--- src/rtl/stream_reverse_unit.sv ---
// Streaming reversal engine: per-word bit reversal, per-word lane reversal, or
// whole-frame word-order reversal through a LIFO, with valid/ready on both sides.
module stream_reverse_unit #(
  parameter int DATA_W    = 32,
  parameter int ELEM_W    = 8,
  parameter int FRAME_MAX = 16
) (
  input  logic              clk,
  input  logic              rst_n,
  input  logic [1:0]        mode,
  input  logic              s_valid,
  output logic              s_ready,
  input  logic [DATA_W-1:0] s_data,
  input  logic              s_last,
  output logic              m_valid,
  input  logic              m_ready,
  output logic [DATA_W-1:0] m_data,
  output logic              m_last,
  output logic              busy,
  output logic              ovf_err,
  input  logic              clr_err
);

  // Handshake: a word moves on a side only in a cycle where valid and ready are
  // both high; m_valid, once raised, holds with stable m_data/m_last until taken.

  localparam int N_ELEM = DATA_W / ELEM_W;
  localparam int CW     = $clog2(FRAME_MAX);
  localparam int LIFO_D = FRAME_MAX - 1;

  typedef enum logic [1:0] {
    S_IDLE   = 2'd0,
    S_STREAM = 2'd1,
    S_FILL   = 2'd2,
    S_DRAIN  = 2'd3
  } state_t;

  state_t              state_q, state_d;
  logic [1:0]          mode_q, mode_d;
  logic [CW-1:0]       cnt_q, cnt_d;
  logic                m_valid_q, m_valid_d;
  logic [DATA_W-1:0]   m_data_q, m_data_d;
  logic                m_last_q, m_last_d;
  logic                ovf_q, ovf_d;
  logic [DATA_W-1:0]   lifo_q [LIFO_D];

  logic                s_ready_c;
  logic                push_en;
  logic                ovf_set;
  logic                out_beat;
  logic                out_free;
  logic [1:0]          eff_mode;

  function automatic logic [DATA_W-1:0] xform(input logic [1:0] md,
                                               input logic [DATA_W-1:0] d);
    logic [DATA_W-1:0] r;
    r = d;
    case (md)
      2'b01: for (int i = 0; i < DATA_W; i++) r[i] = d[DATA_W-1-i];
      2'b10: for (int k = 0; k < N_ELEM; k++)
               r[k*ELEM_W +: ELEM_W] = d[(N_ELEM-1-k)*ELEM_W +: ELEM_W];
      default: r = d;
    endcase
    return r;
  endfunction

  always_comb begin
    state_d   = state_q;
    mode_d    = mode_q;
    cnt_d     = cnt_q;
    m_valid_d = m_valid_q;
    m_data_d  = m_data_q;
    m_last_d  = m_last_q;
    s_ready_c = 1'b0;
    push_en   = 1'b0;
    ovf_set   = 1'b0;
    out_beat  = m_valid_q & m_ready;
    out_free  = ~m_valid_q | m_ready;
    eff_mode  = (state_q == S_IDLE) ? mode : mode_q;

    if (out_beat) m_valid_d = 1'b0;

    case (state_q)
      S_IDLE, S_STREAM, S_FILL: begin
        // A new frame waits for the output register so FILL never shows m_valid.
        s_ready_c = (state_q == S_FILL) ? 1'b1 : out_free;
        if (s_valid && s_ready_c) begin
          if (state_q == S_IDLE) mode_d = mode;
          if (eff_mode == 2'b11) begin
            // The newest word bypasses the LIFO straight into the output register.
            if (s_last || cnt_q == CW'(FRAME_MAX - 1)) begin
              m_valid_d = 1'b1;
              m_data_d  = s_data;
              m_last_d  = (cnt_q == '0);
              ovf_set   = ~s_last;
              state_d   = S_DRAIN;
            end else begin
              push_en = 1'b1;
              cnt_d   = cnt_q + CW'(1);
              state_d = S_FILL;
            end
          end else begin
            m_valid_d = 1'b1;
            m_data_d  = xform(eff_mode, s_data);
            m_last_d  = s_last;
            state_d   = s_last ? S_IDLE : S_STREAM;
          end
        end
      end
      S_DRAIN: begin
        if (out_beat) begin
          if (cnt_q != '0) begin
            m_valid_d = 1'b1;
            m_data_d  = lifo_q[cnt_q - CW'(1)];
            m_last_d  = (cnt_q == CW'(1));
            cnt_d     = cnt_q - CW'(1);
          end else begin
            state_d = S_IDLE;
          end
        end
      end
      default: state_d = S_IDLE;
    endcase

    ovf_d = ovf_set ? 1'b1 : (clr_err ? 1'b0 : ovf_q);
  end

  always_ff @(posedge clk or negedge rst_n) begin
    if (!rst_n) begin
      state_q   <= S_IDLE;
      mode_q    <= 2'b00;
      cnt_q     <= '0;
      m_valid_q <= 1'b0;
      m_data_q  <= '0;
      m_last_q  <= 1'b0;
      ovf_q     <= 1'b0;
    end else begin
      state_q   <= state_d;
      mode_q    <= mode_d;
      cnt_q     <= cnt_d;
      m_valid_q <= m_valid_d;
      m_data_q  <= m_data_d;
      m_last_q  <= m_last_d;
      ovf_q     <= ovf_d;
    end
  end

  // Storage only; occupancy lives in cnt_q, so reset needs no clearing here.
  always_ff @(posedge clk) begin
    if (push_en) lifo_q[cnt_q] <= s_data;
  end

  assign s_ready = rst_n & s_ready_c;
  assign m_valid = m_valid_q;
  assign m_data  = m_data_q;
  assign m_last  = m_last_q;
  assign busy    = (state_q != S_IDLE) | m_valid_q;
  assign ovf_err = ovf_q;

endmodule

--- config.mk ---
export PLATFORM = sky130hd
export DESIGN_NAME = stream_reverse_unit
export DESIGN_NICKNAME = d
export VERILOG_FILES = /design/src/rtl/stream_reverse_unit.sv
export SDC_FILE = /design/constraint.sdc
export NUM_CORES = 1
export LEC_CHECK = 0
export ABC_AREA = 0
export CAP_MARGIN = 15
export CORE_MARGIN = 10
export CORE_UTILIZATION = 40
export DETAILED_ROUTE_END_ITERATION = 8
export PLACE_DENSITY = 0.61
export SLEW_MARGIN = 10
export SYNTH_ARGS = -nofsm -noshare
export SYNTH_HDL_FRONTEND = slang
export SYNTH_SLANG_ARGS = --single-unit
export TNS_END_PERCENT = 10
--- constraint.sdc ---
create_clock -name clk -period 6.04 [get_ports clk]
set_input_delay 1.812 -clock clk [delete_from_list [all_inputs] [get_ports clk]]
set_output_delay 1.812 -clock clk [all_outputs]
set_load 0.02 [all_outputs]
==> run summary, run 1 <==
Max-Cap Viols -> 0
CTS tree -> built
Worst Path Max Fanout -> 7
CP endpoint kind -> output pin
Area leader, netlist -> edfxtp_1
Fin Setup TNS -> 0 ns
Slew Limit Fails -> 0
DRT Pass-1 Iters -> 5
Die area -> 62,900 um2
Max clock buf depth -> 3
CTS clock-pin slew for the worst setup and hold paths -> 0.06 ns
Post-route ant nets -> 0
Antenna violations before repair -> 0
Status -> complete, no violations
Htree depth -> 2
Post-Synth Simple-Gate Area -> 0.0369
Layout Utilization -> 0.469
Max layer used -> met4
Nets -> 1,395
Post-cts resize count -> 0
Final hold violations -> 0
FFs w/ async S/R, synth -> 0.0822
RSZ-0062 raised after global routing -> no
Power density cells -> 479 nW/um2
Max_slew headroom -> 0.256
Main synth FF type -> edfxtp_1
FMAX -> 197 MHz
Cell Area, Synth -> 21,300 um2
Clk_lat worst skew -> 0.59 ns
RePlAce Congestion -> 0.772
Via count -> 11,580
Root Driver -> clkbuf_16
Netlist cell types -> 48
Ant. Diodes -> 0
Cells after synthesis -> 1,253
Vias in the first global route -> 11,829
Number of flops mapped to enable cells by yosys -> 480
Worst Skew -> 0.0151 ns
WP data arrival -> 3.26 ns
Worst slew pin tran -> 1.12 ns
Mux contribution to synthesized area -> 0.118
Ports -> 77
Part of the Yosys area used for sequential elements -> 0.727
Worst reg-to-reg setup slack -> 2.25 ns
Largest family of logic cells by synthesized area -> multiplexers
Initial core utilization -> 0.404
Detailed placement HPWL -> 29,200 um
Worst min path class -> flop to flop
Worst reg2reg path startpoint -> cnt_q[0]
Rows -> 84
Compound-Gate Fraction of Synth Area -> 0.0799
Post-synthesis adder-cell area fraction -> 0.00529
Crit start category -> input port
Post-synth net total -> 1,302
# setup viols final -> 0
Post CTS Setup Buffer Count -> 0
Grt total ovfl -> 0
Top cell type's share of synthesized area -> 0.677
Core footprint -> 52,700 um2
Post-layout worst setup margin -> 0.966 ns
Worst Setup Path Type -> input port to output pin
Leak Pwr -> 8.18 nW
Main area contributors after synthesis -> edfxtp_1, mux4_2, dfrtp_1
Place WS -> 0.973 ns
DRC violations left -> 0
DR vias/cell -> 5.58
YS warnings -> 0
DRT Wirelength -> 50,400 um
Synth Area per Inst -> 17.0 um2
Hold-fix buffers at CTS -> 0
Starting DRT DRC Count -> 1,104
First-pass GRT wire length -> 76,800 um
CTS Buf Count -> 52
Worst setup path endpoint -> s_ready
Wl on met1 -> 22,700 um
Tot GR Track Use -> 0.159
FF-to-FF End -> m_data[26]
Maximum vdd drop -> 0.352 mV
CTS Sinks -> 523
PortBufs -> 76
Wire length on met3 -> 3460 um
Largest net degree at the start of global routing -> 100
Met2 WL -> 23,300 um
Worst Setup SP -> m_ready
Layout area overhead -> 16.0%
Layout cell share with drive strength beyond 1 -> 0.173
Crit path time final -> 5.07 ns
WL/cell -> 24.3 um
R2R cell count -> 8
Chip height -> 251 um
Flops & latches, synth -> 523
Final worst path period share -> 0.840
CP required -> 4.23 ns
Die width -> 251 um
Post-Synth XOR/XNOR Area -> 0.00165
[worst max-delay path: stages]
cell and delay, ns:
clkdlybuf4s50_1 0.52, o311a_1 0.38, clkdlybuf4s50_1 0.54
[stage by stage]
stage / power, mW / hold WS (ns) / instances / instance area, um2
2_1_floorplan: 7.41 / 0.449 / 1253 / 21300
3_3_place_gp: 8.71 / 0.465 / 1980 / 23000
3_5_place_dp: 8.75 / 0.476 / 1980 / 23000
4_1_cts: 11.9 / 0.489 / 2076 / 24700
5_1_grt: 12.5 / 0.524 / 2076 / 24700
6_report: 11.8 / 0.480 / 2076 / 24700
[where the power goes]
group | switching (mW) | total [mW] | internal [mW]
clock | 1.32 | 3.17 | 1.85
sequential | 0.227 | 4.35 | 4.13
combinational | 2.48 | 4.30 | 1.82
[flip-flops by register name, indices dropped and copies added, names as in the netlist, named ones only]
signal   cells
cnt_q        4
lifo_q     480
m_data      32
m_last       1
mode_q       2
ovf_err      1
state_q      2
[layout make-up]
type                    instances  area, um2
clock buffers                  79       1470
clock inverters                17        195
fillers                      4401      28000
inverters                      69        259
multi-input cells             581       5270
flip-flops and latches        523      15500
well taps                     688        861
repair buffers                119       1140
[per-layer routing]
metal | vias up | global-route usage
li1 | 5130 | -
met1 | 5968 | 0.227
met2 | 420 | 0.248
met3 | 62 | 0.0278
met4 | 0 | 0.0444
met5 | - | 0
[cells in the final DEF, fill, tap and decap left out, drive strengths merged, types with 4 or more instances in the layout]
cell type / count
mux4: 96
mux2i: 34
buf: 44
nor3: 5
a31oi: 4
nor2: 80
a2bb2oi: 32
bufinv: 4
a211oi: 32
ha: 9
nor2b: 4
dfrtp: 43
a21oi: 35
o21ai: 73
clkbuf: 79
o22ai: 32
clkdlybuf4s50: 75
a221oi: 32
inv: 71
edfxtp: 480
nand2: 78
clkinv: 10
[Yosys cell counts (5+ instances only)]
| library cell | count |
|---|---|
| a21oi_1 | 35 |
| nor2_1 | 80 |
| buf_4 | 15 |
| buf_2 | 22 |
| o21ai_1 | 33 |
| mux2i_1 | 34 |
| ha_1 | 9 |
| clkbuf_1 | 36 |
| a2bb2oi_1 | 32 |
| o21ai_0 | 39 |
| a221oi_1 | 32 |
| nor3_1 | 5 |
| edfxtp_1 | 480 |
| nand2_1 | 78 |
| mux4_2 | 96 |
| o22ai_1 | 32 |
| a211oi_1 | 32 |
| inv_1 | 69 |
| dfrtp_1 | 43 |
[kinds of logic (layout without fill, tap and decap cells)]
| family | count (synthesis) | count (layout) |
|---|---|---|
| AOI/OAI and AO/OA | 251 | 251 |
| xor gates and xnor gates | 4 | 4 |
| adders and majority gates | 9 | 9 |
| buffers and inverters | 149 | 284 |
| DFF | 523 | 523 |
| muxes | 130 | 130 |
| and+or+nand+nor | 187 | 187 |
[worst min path at each step]
stage	startpoint	to	slack [ns]	cells after the start
4_1_cts	m_last	m_last	0.49	2
3_3_place_gp	m_last	m_last	0.47	2
5_1_grt	mode_q[1]	mode_q[1]	0.52	2
2_1_floorplan	mode_q[0]	mode_q[0]	0.45	2
3_5_place_dp	m_last	m_last	0.48	2
6_report	m_last	m_last	0.48	2
Power figures use the tool's default switching activity.
==> inputs of run 2 (changes only) <==
- PLACE_DENSITY: 0.61 -> 0.63
- clock period: 6.04 -> 4.1 ns (I/O delays scaled with it)
==> run summary, run 2 (synthesized netlist as in run 1, its figures left out) <==
Die area -> 62,900 um2 (unchanged)
Worst Path Max Fanout -> 2 (was 7)
Vias in the first global route -> 12,048 (was 11,829)
RSZ-0062 raised after global routing -> no (unchanged)
Initial core utilization -> 0.404 (unchanged)
Cell mode on critical path -> clkdlybuf4s50_1 (unchanged)
CP max-delay cell -> clkdlybuf4s50_1 (unchanged)
RePlAce Congestion -> 0.783 (was 0.772)
Crit start category -> input port (unchanged)
Die width -> 251 um (unchanged)
Via count -> 11,850 (was 11,580)
Tot GR Track Use -> 0.165 (was 0.159)
DRC violations left -> 0 (unchanged)
Nets -> 1,416 (was 1,395)
WL/cell -> 24.9 um (was 24.3 um)
Fin area -> 25,200 um2 (was 24,700 um2)
Maximum vdd drop -> 0.504 mV (was 0.352 mV)
# setup viols final -> 0 (unchanged)
CP required -> 2.87 ns (was 4.23 ns)
CTS Buf Count -> 53 (was 52)
# fillers -> 4,320 (was 4,401)
Ant. Diodes -> 0 (unchanged)
First-pass GRT wire length -> 78,700 um (was 76,800 um)
Root Driver -> clkbuf_16 (unchanged)
Hold-fix buffers at CTS -> 0 (unchanged)
Max FFs per register -> 480 (unchanged)
CP endpoint kind -> output pin (unchanged)
PortBufs -> 76 (unchanged)
WP data arrival -> 2.52 ns (was 3.26 ns)
CTS Sinks -> 523 (unchanged)
Final worst path period share -> 0.914
CTS tree -> built (unchanged)
Multi-input logic area -> 5280 um2 (was 5270 um2)
Max-Cap Viols -> 0 (unchanged)
Power density cells -> 715 nW/um2 (was 479 nW/um2)
CTS clock-pin slew for the worst setup and hold paths -> 0.06 ns (about the same)
Antenna violations before repair -> 0 (unchanged)
Starting DRT DRC Count -> 1,261 (was 1,104)
Layout Utilization -> 0.478 (was 0.469)
Post-route ant nets -> 0 (unchanged)
Placed inst area -> 23,400 um2 (was 23,000 um2)
Htree depth -> 2 (unchanged)
Max_slew headroom -> 0.387 (was 0.256)
FMAX -> 267 MHz
Worst Skew -> 0.00850 ns (was 0.0151 ns)
Clk_lat worst skew -> 0.59 ns (about the same)
DRT Wirelength -> 52,300 um (was 50,400 um)
Critical path, cell by cell -> clkdlybuf4s50_1 > o311a_1 > clkdlybuf4s50_1 (unchanged)
Final hold violations -> 0 (unchanged)
Reg with most FFs -> lifo_q (unchanged)
Core footprint -> 52,700 um2 (unchanged)
Worst min path class -> flop to flop (unchanged)
Commonest non-fill, non-tap cell in the layout -> edfxtp_1 (unchanged)
Ports -> 77 (unchanged)
Max clock buf depth -> 3 (unchanged)
Layout cell share with drive strength beyond 1 -> 0.188 (was 0.173)
CP delay by family, top -> buffers and inverters (unchanged)
Post CTS Setup Buffer Count -> 0 (unchanged)
Worst Setup Path Type -> input port to output pin (unchanged)
Worst slew pin tran -> 0.919 ns (was 1.12 ns)
DRT Pass-1 Iters -> 5 (unchanged)
Grt total ovfl -> 0 (unchanged)
Status -> complete, no violations (unchanged)
Place WS -> 0.0320 ns (was 0.973 ns)
Buf/Inv on CP -> 2 (unchanged)
CP peak stage delay -> 0.54 ns (about the same)
Fin Setup TNS -> 0 ns (unchanged)
Most frequent cells in the layout -> edfxtp_1, mux4_2, nand2_1 (unchanged)
Rows -> 84 (unchanged)
Chip height -> 251 um (unchanged)
Detailed placement HPWL -> 31,400 um (was 29,200 um)
Slew Limit Fails -> 0 (unchanged)
Post-cts resize count -> 0 (unchanged)
Storage cell area -> 15,500 um2 (unchanged)
DR vias/cell -> 5.64 (was 5.58)
Worst hold margin -> 0.487 ns (was 0.480 ns)
Crit path time final -> 3.75 ns
Post-layout worst setup margin -> 0.354 ns (was 0.966 ns)
Largest net degree at the start of global routing -> 69 (was 100)
Layout area overhead -> 18.3% (was 16.0%)
Leak Pwr -> 8.40 nW (was 8.18 nW)
[run 2: cell types whose count changed in the layout (fill, tap and decap cells not counted), sizes merged]
| cell | before | now |
|---|---|---|
| clkinv | 10 | 13 |
| buf | 44 | 64 |
| clkbuf | 79 | 77 |
| inv | 71 | 70 |
| bufinv | 4 | 8 |
[run 2: final timing paths]
kind / startpoint / end / cells past startpoint / slack, ns
hold / removal: m_data[6] / m_data[6] / 2 / 0.49
setup / recovery: m_ready / s_ready / 3 / 0.35
setup reg to reg: state_q[1] / m_data[10] / 9 / 0.83
min in group asynchronous: rst_n / m_data[6] / 2 / 0.81
max in group asynchronous: rst_n / cnt_q[0] / 2 / 2.76
hold reg to reg: m_data[6] / m_data[6] / 2 / 0.49
[run 2: layout make-up]
class / instances / area share
clock inverter: 23 / 0.0127
clock buffer: 77 / 0.0595
multi-input combinational: 581 / 0.209
timing repair buffer: 139 / 0.0587
tap: 688 / 0.0342
sequential: 523 / 0.615
inverter: 69 / 0.0103
[run 2: worst reg2reg max path, stage by stage, from the launching register on]
cell and delay, ns:
dfrtp_1 0.47, nor2_1 0.30, mux2i_1 0.32, inv_1 0.12
ha_1 0.31, or2_2 0.60, a221oi_1 0.66, o21ai_0 0.19
nand2_1 0.12, o21ai_1 0.06
[run 2: through the flow]
stage / std cells / power [mW]
floorplan: 1253 / 10.9
global placement: 2000 / 13.1
detailed placement: 2000 / 13.1
CTS: 2100 / 18.1
global route: 2100 / 18.9
finish: 2100 / 18.0
[run 2: routing by layer]
metal / track usage / wire [um] / vias to the layer above
met5: 0 / 0 / -
met4: 0.0475 / 1210 / 0
met3: 0.0389 / 4520 / 81
met2: 0.253 / 24100 / 502
met1: 0.230 / 22400 / 6077
li1: - / - / 5190
[run 2: where the power goes]
part	internal (mW)	switching, mW	total (mW)
registers	6.08	0.288	6.37
clock network	3.04	1.98	5.02
logic	2.79	3.83	6.63
==> inputs of run 3 (changes only) <==
- CORE_ASPECT_RATIO: not set -> 0.6
- GPL_TIMING_DRIVEN: not set -> 0
==> run summary, run 3 (synthesized netlist as in run 1, its figures left out) <==
Nets -> 1,456 (was 1,416)
Via count -> 12,240 (was 11,850)
PortBufs -> 76 (unchanged)
Max-Cap Viols -> 0 (unchanged)
DRT Pass-1 Iters -> 5 (unchanged)
Most frequent cells in the layout -> edfxtp_1, mux4_2, nand2_1 (unchanged)
Detailed placement HPWL -> 39,200 um (was 31,400 um)
Slew Limit Fails -> 0 (unchanged)
Die area -> 63,200 um2 (was 62,900 um2)
WP data arrival -> 2.69 ns (was 2.52 ns)
CTS Buf Count -> 47 (was 53)
Fin Setup TNS -> 0 ns (unchanged)
CP endpoint kind -> output pin (unchanged)
Chip height -> 199 um (was 251 um)
Max FFs per register -> 480 (unchanged)
Max_slew headroom -> 0.323 (was 0.387)
WL/cell -> 25.8 um (was 24.9 um)
Htree depth -> 2 (unchanged)
Power density cells -> 710 nW/um2 (was 715 nW/um2)
Grt total ovfl -> 0 (unchanged)
Max clock buf depth -> 3 (unchanged)
CP peak stage delay -> 0.55 ns (was 0.54 ns)
Layout area overhead -> 17.6% (was 18.3%)
Leak Pwr -> 8.33 nW (was 8.40 nW)
Post-route ant nets -> 0 (unchanged)
Layout cell share with drive strength beyond 1 -> 0.177 (was 0.188)
Status -> complete, no violations (unchanged)
Reg with most FFs -> lifo_q (unchanged)
Final hold violations -> 0 (unchanged)
Ports -> 77 (unchanged)
Critical path, cell by cell -> clkdlybuf4s50_1 > o311a_1 > clkdlybuf4s50_1 (unchanged)
Ant. Diodes -> 0 (unchanged)
FMAX -> 255 MHz (was 267 MHz)
Commonest non-fill, non-tap cell in the layout -> edfxtp_1 (unchanged)
CTS Sinks -> 523 (unchanged)
Root Driver -> clkbuf_16 (unchanged)
Clk_lat worst skew -> 0.57 ns (was 0.59 ns)
# fillers -> 4,442 (was 4,320)
Starting DRT DRC Count -> 1,682 (was 1,261)
Post CTS Setup Buffer Count -> 0 (unchanged)
Hold-fix buffers at CTS -> 0 (unchanged)
Tot GR Track Use -> 0.174 (was 0.165)
Die width -> 318 um (was 251 um)
Worst Path Max Fanout -> 7 (was 2)
Worst Setup Path Type -> input port to output pin (unchanged)
CP required -> 2.87 ns (about the same)
CTS tree -> built (unchanged)
CTS clock-pin slew for the worst setup and hold paths -> 0.06 ns (about the same)
Core footprint -> 52,600 um2 (was 52,700 um2)
Placed Cells -> 2,061 (was 2,000)
Maximum vdd drop -> 0.364 mV (was 0.504 mV)
# setup viols final -> 0 (unchanged)
Largest net degree at the start of global routing -> 25 (was 69)
Cell mode on critical path -> clkdlybuf4s50_1 (unchanged)
Worst min path class -> flop to flop (unchanged)
Crit path time final -> 3.92 ns (was 3.75 ns)
Vias in the first global route -> 12,061 (was 12,048)
Post-cts resize count -> 0 (unchanged)
Finished Layout Cells -> 2,147 (was 2,100)
Worst Skew -> 0.0158 ns (was 0.00850 ns)
Antenna violations before repair -> 0 (unchanged)
Initial core utilization -> 0.405 (was 0.404)
Worst slew pin tran -> 1.02 ns (was 0.919 ns)
Rows -> 65 (was 84)
DRT Wirelength -> 55,500 um (was 52,300 um)
Crit start category -> input port (unchanged)
RSZ-0062 raised after global routing -> no (unchanged)
RePlAce Congestion -> 0.884 (was 0.783)
First-pass GRT wire length -> 81,700 um (was 78,700 um)
Final worst path period share -> 0.957 (was 0.914)
DRC violations left -> 0 (unchanged)
DR vias/cell -> 5.70 (was 5.64)
CP max-delay cell -> clkdlybuf4s50_1 (unchanged)
## run 3: per-layer routing
layer / routed length (um) / up-vias / GRT usage
met5: 49 / - / 0.00554
met4: 1070 / 2 / 0.0401
met3: 5710 / 85 / 0.0402
met2: 22300 / 616 / 0.236
met1: 26400 / 6275 / 0.273
li1: - / 5262 / -
## run 3: critical path, delay by kind of cell
family	cells	cell delay, ns
AO/OA/AOI/OAI	1	0.39
buffers and inverters	2	1.08
## run 3: per-stage QoR
step | worst slack, ns | instance area, um2 | hold slack (ns) | power [mW] | utilization
after floorplan | -0.758 | 21300 | 0.449 | 10.9 | -
after global placement | -4.23 | 22900 | 0.464 | 13.2 | 0.436
after detailed placement | -0.317 | 23500 | 0.475 | 13.3 | 0.446
after CTS | 0.0441 | 25000 | 0.489 | 17.8 | 0.476
after global routing | 0.0466 | 25000 | 0.533 | 18.7 | 0.476
final | 0.178 | 25000 | 0.490 | 17.8 | 0.476
## run 3: cell type report
class | count | area (um2) | share of cell area
timing repair buffer | 105 | 1180 | 0.0473
sequential | 523 | 15500 | 0.619
clock buffer | 62 | 1330 | 0.0529
multi-input combinational | 581 | 5250 | 0.210
buffer | 80 | 409 | 0.0163
inverter | 69 | 259 | 0.0103
tap | 703 | 880 | 0.0351
clock inverter | 24 | 238 | 0.00950
## run 3: final timing paths
check | startpoint | endpoint | slack, ns | cells past startpoint
max | m_ready | s_ready | 0.18 | 3
min | mode_q[0] | mode_q[0] | 0.49 | 2
max reg2reg | cnt_q[0] | m_data[7] | 0.21 | 11
min reg2reg | mode_q[0] | mode_q[0] | 0.49 | 2
max in group asynchronous | rst_n | m_data[16] | 2.81 | 2
min in group asynchronous | rst_n | asynchronous set/reset pin | 0.68 | 1
## run 3: power breakdown
part           total, mW  internal [mW]  switching (mW)  leakage [nW]
registers           6.29           6.07           0.219          4.85
logic               6.98           2.81            4.18          2.72
clock network       4.51           2.58            1.92         0.756
